`src/rtl/activation_unit.sv`:
```
// Two-stage elementwise activation pipeline (bypass / ReLU / leaky / clipped ReLU)
// with a saturating count of output elements forced to zero.

module act_lane #(
  parameter int W          = 16,
  parameter int LEAK_SHIFT = 3
) (
  input  logic [W-1:0] x,
  input  logic [1:0]   mode,
  input  logic [W-1:0] clip,
  output logic [W-1:0] y,
  output logic         zero
);
  logic neg;
  assign neg = x[W-1];

  always_comb begin
    y    = x;
    zero = 1'b0;
    case (mode)
      2'b01: if (neg) begin
        y    = '0;
        zero = 1'b1;
      end
      2'b10: if (neg) y = $signed(x) >>> LEAK_SHIFT;
      2'b11: begin
        // A negative ceiling zeroes everything, but a zero input is never "forced".
        if (clip[W-1] || neg) begin
          y    = '0;
          zero = (x != '0);
        end else if ($signed(x) > $signed(clip)) begin
          y = clip;
        end
      end
      default: ;
    endcase
  end
endmodule

module activation_unit #(
  parameter int DATA_WIDTH = 16,
  parameter int CHANNELS   = 4,
  parameter int LEAK_SHIFT = 3,
  parameter int CNT_WIDTH  = 32
) (
  input  logic                           clk,
  input  logic                           rst,
  input  logic [CHANNELS*DATA_WIDTH-1:0] in_data,
  input  logic                           in_valid,
  output logic                           in_ready,
  input  logic [1:0]                     in_mode,
  input  logic [DATA_WIDTH-1:0]          clip_val,
  output logic [CHANNELS*DATA_WIDTH-1:0] out_data,
  output logic                           out_valid,
  input  logic                           out_ready,
  input  logic                           clr_stats,
  output logic [CNT_WIDTH-1:0]           zero_cnt
);
  localparam int STAGES = 2;
  localparam int ZW     = $clog2(CHANNELS + 1);

  typedef logic [CHANNELS-1:0][DATA_WIDTH-1:0] vec_t;
  typedef struct packed {
    vec_t                  data;
    logic [1:0]            mode;
    logic [DATA_WIDTH-1:0] clip;
  } req_t;
  typedef struct packed {
    vec_t          data;
    logic [ZW-1:0] zeros;
  } rsp_t;

  logic [STAGES:1]    vld_pipe;
  req_t               s1;
  rsp_t               s2;
  vec_t               lane_y;
  logic [CHANNELS-1:0] lane_zero;
  logic [ZW-1:0]      zsum;
  logic               stall;
  logic               hs;
  logic [CNT_WIDTH:0] cnt_sum;

  assign out_valid = vld_pipe[STAGES];
  assign stall     = out_valid && !out_ready;
  assign in_ready  = !stall;
  assign hs        = out_valid && out_ready;
  assign out_data  = s2.data;

  for (genvar i = 0; i < CHANNELS; i++) begin : g_lane
    act_lane #(.W(DATA_WIDTH), .LEAK_SHIFT(LEAK_SHIFT)) u_lane (
      .x    (s1.data[i]),
      .mode (s1.mode),
      .clip (s1.clip),
      .y    (lane_y[i]),
      .zero (lane_zero[i])
    );
  end

  always_comb begin
    zsum = '0;
    for (int i = 0; i < CHANNELS; i++) zsum = zsum + ZW'(lane_zero[i]);
  end

  // One extra bit catches the wrap so the counter can pin at all-ones.
  assign cnt_sum = {1'b0, zero_cnt} + (CNT_WIDTH+1)'(s2.zeros);

  always_ff @(posedge clk) begin
    if (rst) begin
      vld_pipe <= '0;
      s1       <= '0;
      s2       <= '0;
      zero_cnt <= '0;
    end else begin
      if (!stall) begin
        vld_pipe <= {vld_pipe[STAGES-1:1], in_valid};
        if (in_valid) begin
          s1.data <= in_data;
          s1.mode <= in_mode;
          s1.clip <= clip_val;
        end
        if (vld_pipe[1]) begin
          s2.data  <= lane_y;
          s2.zeros <= zsum;
        end
      end
      if (clr_stats)
        zero_cnt <= '0;
      else if (hs)
        zero_cnt <= cnt_sum[CNT_WIDTH] ? '1 : cnt_sum[CNT_WIDTH-1:0];
    end
  end
endmodule

```
`config.mk`:
```
export PLATFORM = sky130hd
export DESIGN_NAME = activation_unit
export DESIGN_NICKNAME = d
export VERILOG_FILES = /design/src/rtl/activation_unit.sv
export SDC_FILE = /design/constraint.sdc
export NUM_CORES = 1
export LEC_CHECK = 0
export CAP_MARGIN = 25
export CORE_MARGIN = 5
export CORE_UTILIZATION = 35
export CTS_BUF_LIST = sky130_fd_sc_hd__clkbuf_16
export DETAILED_ROUTE_END_ITERATION = 10
export GPL_ROUTABILITY_DRIVEN = 0
export GPL_TIMING_DRIVEN = 0
export HOLD_SLACK_MARGIN = 0.12
export SLEW_MARGIN = 20
export SYNTH_ARGS = -nofsm -noshare
export SYNTH_HDL_FRONTEND = slang
export SYNTH_SLANG_ARGS = --single-unit
```
`constraint.sdc`:
```
create_clock -name clk -period 4.6 [get_ports clk]
set_input_delay 0.92 -clock clk [delete_from_list [all_inputs] [get_ports clk]]
set_output_delay 0.92 -clock clk [all_outputs]
set_load 0.01 [all_outputs]
```
==> results.json <==
{
  "first_global_vias": 12200,
  "post_synth_num_cell_types": 64,
  "setup_viol": 0,
  "power.leakage_nw": 5.47,
  "switchingPower_mw": 1.41,
  "initial_core_util_pct": 35.5,
  "sequentialPowerShare_pct": 40.8,
  "fin_tns_setup_ns": 0,
  "vdd_ir_drop_max_mv": 0.275,
  "pwr-share-clk_pct": 36.2,
  "switching_share_pct": 31.8,
  "synthesis.nets": 1684,
  "dpl.cell_count": 2153,
  "crit_path_start_kind": "flip-flop",
  "grt_max_degree": 17,
  "yosysSeqAreaShare_pct": 30.8,
  "fin_util_pct": 44.5,
  "die_area_um2": 37800,
  "vias": 12800,
  "core-area_um2": 33500,
  "cp_max_fo": 9,
  "area_delta_synth_final_pct": 25.4,
  "syn_area_um2": 11900,
  "die_h_um": 194,
  "cts_sinks": 183,
  "hold_path_class": "flip-flop to flip-flop",
  "wl_per_cell_um": 21.3,
  "finalCritPeriodShare_pct": 85.6,
  "avgSynthCellArea_um2": 7.81,
  "dp_hpwl_mm": 34.4,
  "internal_power_mw": 3.04,
  "syn-instance-count": 1522,
  "p_comb_share_pct": 23.1,
  "status": "finished clean",
  "synth-edff-count": 0,
  "yosysWarnings": 0,
  "synth-seq-cells": 183,
  "pin_count": 185,
  "rsz0062_at_grt": "false",
  "maxSlewHeadroom_pct": 31.6,
  "post-place-ws_ns": 0.547,
  "max_cap_viol_count": 0,
  "ctsHoldBuffers": 0,
  "end_kind": "flip-flop",
  "path_clk_slew_ns": 0.08,
  "grt_pass1_wl_mm": 71.1,
  "power.total_mw": 4.45,
  "final_max_slew_viol_count": 0,
  "layout_commonest_cell": "nand2_1",
  "async_flop_share_pct": 0,
  "cts_tree": "yes",
  "grt.total_usage_pct": 23.5,
  "drive_gt1_share_pct": 7.20,
  "hold_ws_ns": 0.468,
  "post_cts_buffers": 0,
  "fin_crit_ns": 3.94,
  "tightest_slew_ns": 1.03,
  "cts_max_level": 4,
  "clock-skew-final_ns": 0.0176,
  "ctsResizeCount": 0,
  "final_cell_mix": "nand2_1 (234), clkdlybuf4s50_1 (183), dfxtp_1 (183), a21oi_1 (179), clkbuf_1 (110)",
  "overflow": 0,
  "first_pass_iters": 5,
  "fmaxAchievable_mhz": 254,
  "insertion_delay_ns": 0.45,
  "hold_viol": 0,
  "required_ns": 4.99,
  "crit_type": "flip-flop to flip-flop",
  "cts_buffer_depth": 2,
  "synth_ff_type": "dfxtp_1",
  "clockRootBuffer": "clkbuf_16",
  "cts_buffers": 17,
  "stdcell_area_um2": 14900,
  "vias_per_cell": 5.88,
  "ant_nets": 0,
  "drt-total-wl_mm": 46.6,
  "port_buffers": 183,
  "nets": 1886,
  "power.density_nw_per_um2": 298,
  "setup_slack_ns": 0.661,
  "dpl-instance-area_um2": 14300,
  "fp-row-count": 67,
  "drc": 0,
  "finalNonFillerCells": 2186,
  "worstPathArrival_ns": 4.33,
  "die_w_um": 194,
  "drtIter0Drc": 1310,
  "antenna_found_initial": 2
}
## path summary, 6_finish.rpt
| check | startpoint | end | slack, ns | cells past startpoint |
|---|---|---|---|---|
| worst max-delay path | s1[12] | out_data[29] | 0.66 | 8 |
| worst min register to register | s1[15] | s1[15] | 0.47 | 2 |
| worst max register to register | s1[12] | out_data[29] | 0.66 | 8 |
| worst min-delay path | s1[15] | s1[15] | 0.47 | 2 |
## per-layer routing
layer	track usage, %	up-vias	routed length (um)
li1	-	5998	-
met1	31.4	6073	19800
met2	36.3	653	20700
met3	5.09	123	3900
met4	10.7	0	2220
met5	0	-	0
## cells by family after synthesis
logic type                 count (synthesis)  share of synthesized area [%]
and+or+nand+nor                          547                           22.8
AOI/OAI and AO/OA                        454                           25.7
buffers and inverters                    219                           9.07
DFF                                      183                           30.8
adders and majority gates                 75                           8.02
muxes                                     25                           2.10
xor gates and xnor gates                  19                           1.40
## cells in the mapped netlist, types with 5 or more instances
cell	instances	area share [%]
nand2_1	234	7.4
dfxtp_1	183	31
a21oi_1	179	7.5
clkbuf_1	110	3.5
ha_1	73	7.7
nor2_1	68	2.1
buf_4	65	4.1
nor3_1	62	2.6
a221o_1	54	4.5
o21ai_0	47	2.0
nor4_1	35	1.8
inv_1	29	0.92
mux2i_1	25	2.1
or3_1	24	1.3
and4_1	23	1.7
o211ai_1	22	1.4
o22ai_1	20	1.1
a211oi_1	19	1.2
nand3_1	18	0.76
a221oi_1	17	1.3
nand4_1	17	0.89
a21o_1	16	1.0
o41ai_1	16	1.2
and3_1	14	0.74
o21ai_1	14	0.59
xor2_1	14	1.0
a2111oi_0	12	0.88
a311o_1	11	0.93
nor2b_1	11	0.58
or2_2	10	0.53
and2_1	6	0.32
inv_2	6	0.19
o32ai_1	5	0.37
xnor2_1	5	0.37
## area by class of cell
| type | count | area [um^2] |
|---|---|---|
| Sequential cell | 183 | 3660 |
| Antenna cell | 2 | 5.00 |
| Fill cell | 3413 | 18600 |
| Multi-Input combinational cell | 1120 | 7150 |
| Clock buffer | 17 | 425 |
| Inverter | 35 | 131 |
| Clock inverter | 14 | 199 |
| Timing Repair Buffer | 183 | 1830 |
| Buffer | 184 | 947 |
| Tap cell | 448 | 561 |
## registers in the layout (all words and copies together) (netlist names)
register and cells:
s1 82, out_data 64, zero_cnt 32, s2 3, vld_pipe 2
## worst max-delay path, stage by stage (launching register included)
cell and delay (ns):
dfxtp_1 0.31, clkbuf_1 0.56, inv_1 0.34, ha_1 0.43
nand4b_4 0.16, a2111oi_4 0.62, a211o_1 0.36, mux2i_1 0.81
a221o_1 0.28
## power groups by stage
stage / Sequential [mW] / Clock [mW] / Combinational [mW]
after floorplan: 1.77 / 0 / 0.656
after global placement: 1.84 / 0 / 0.988
after detailed placement: 1.84 / 0 / 1.01
after CTS: 1.81 / 1.63 / 1.01
after global routing: 1.82 / 1.69 / 1.12
final: 1.81 / 1.61 / 1.03
No activity file was read; power rests on OpenSTA's default activity.
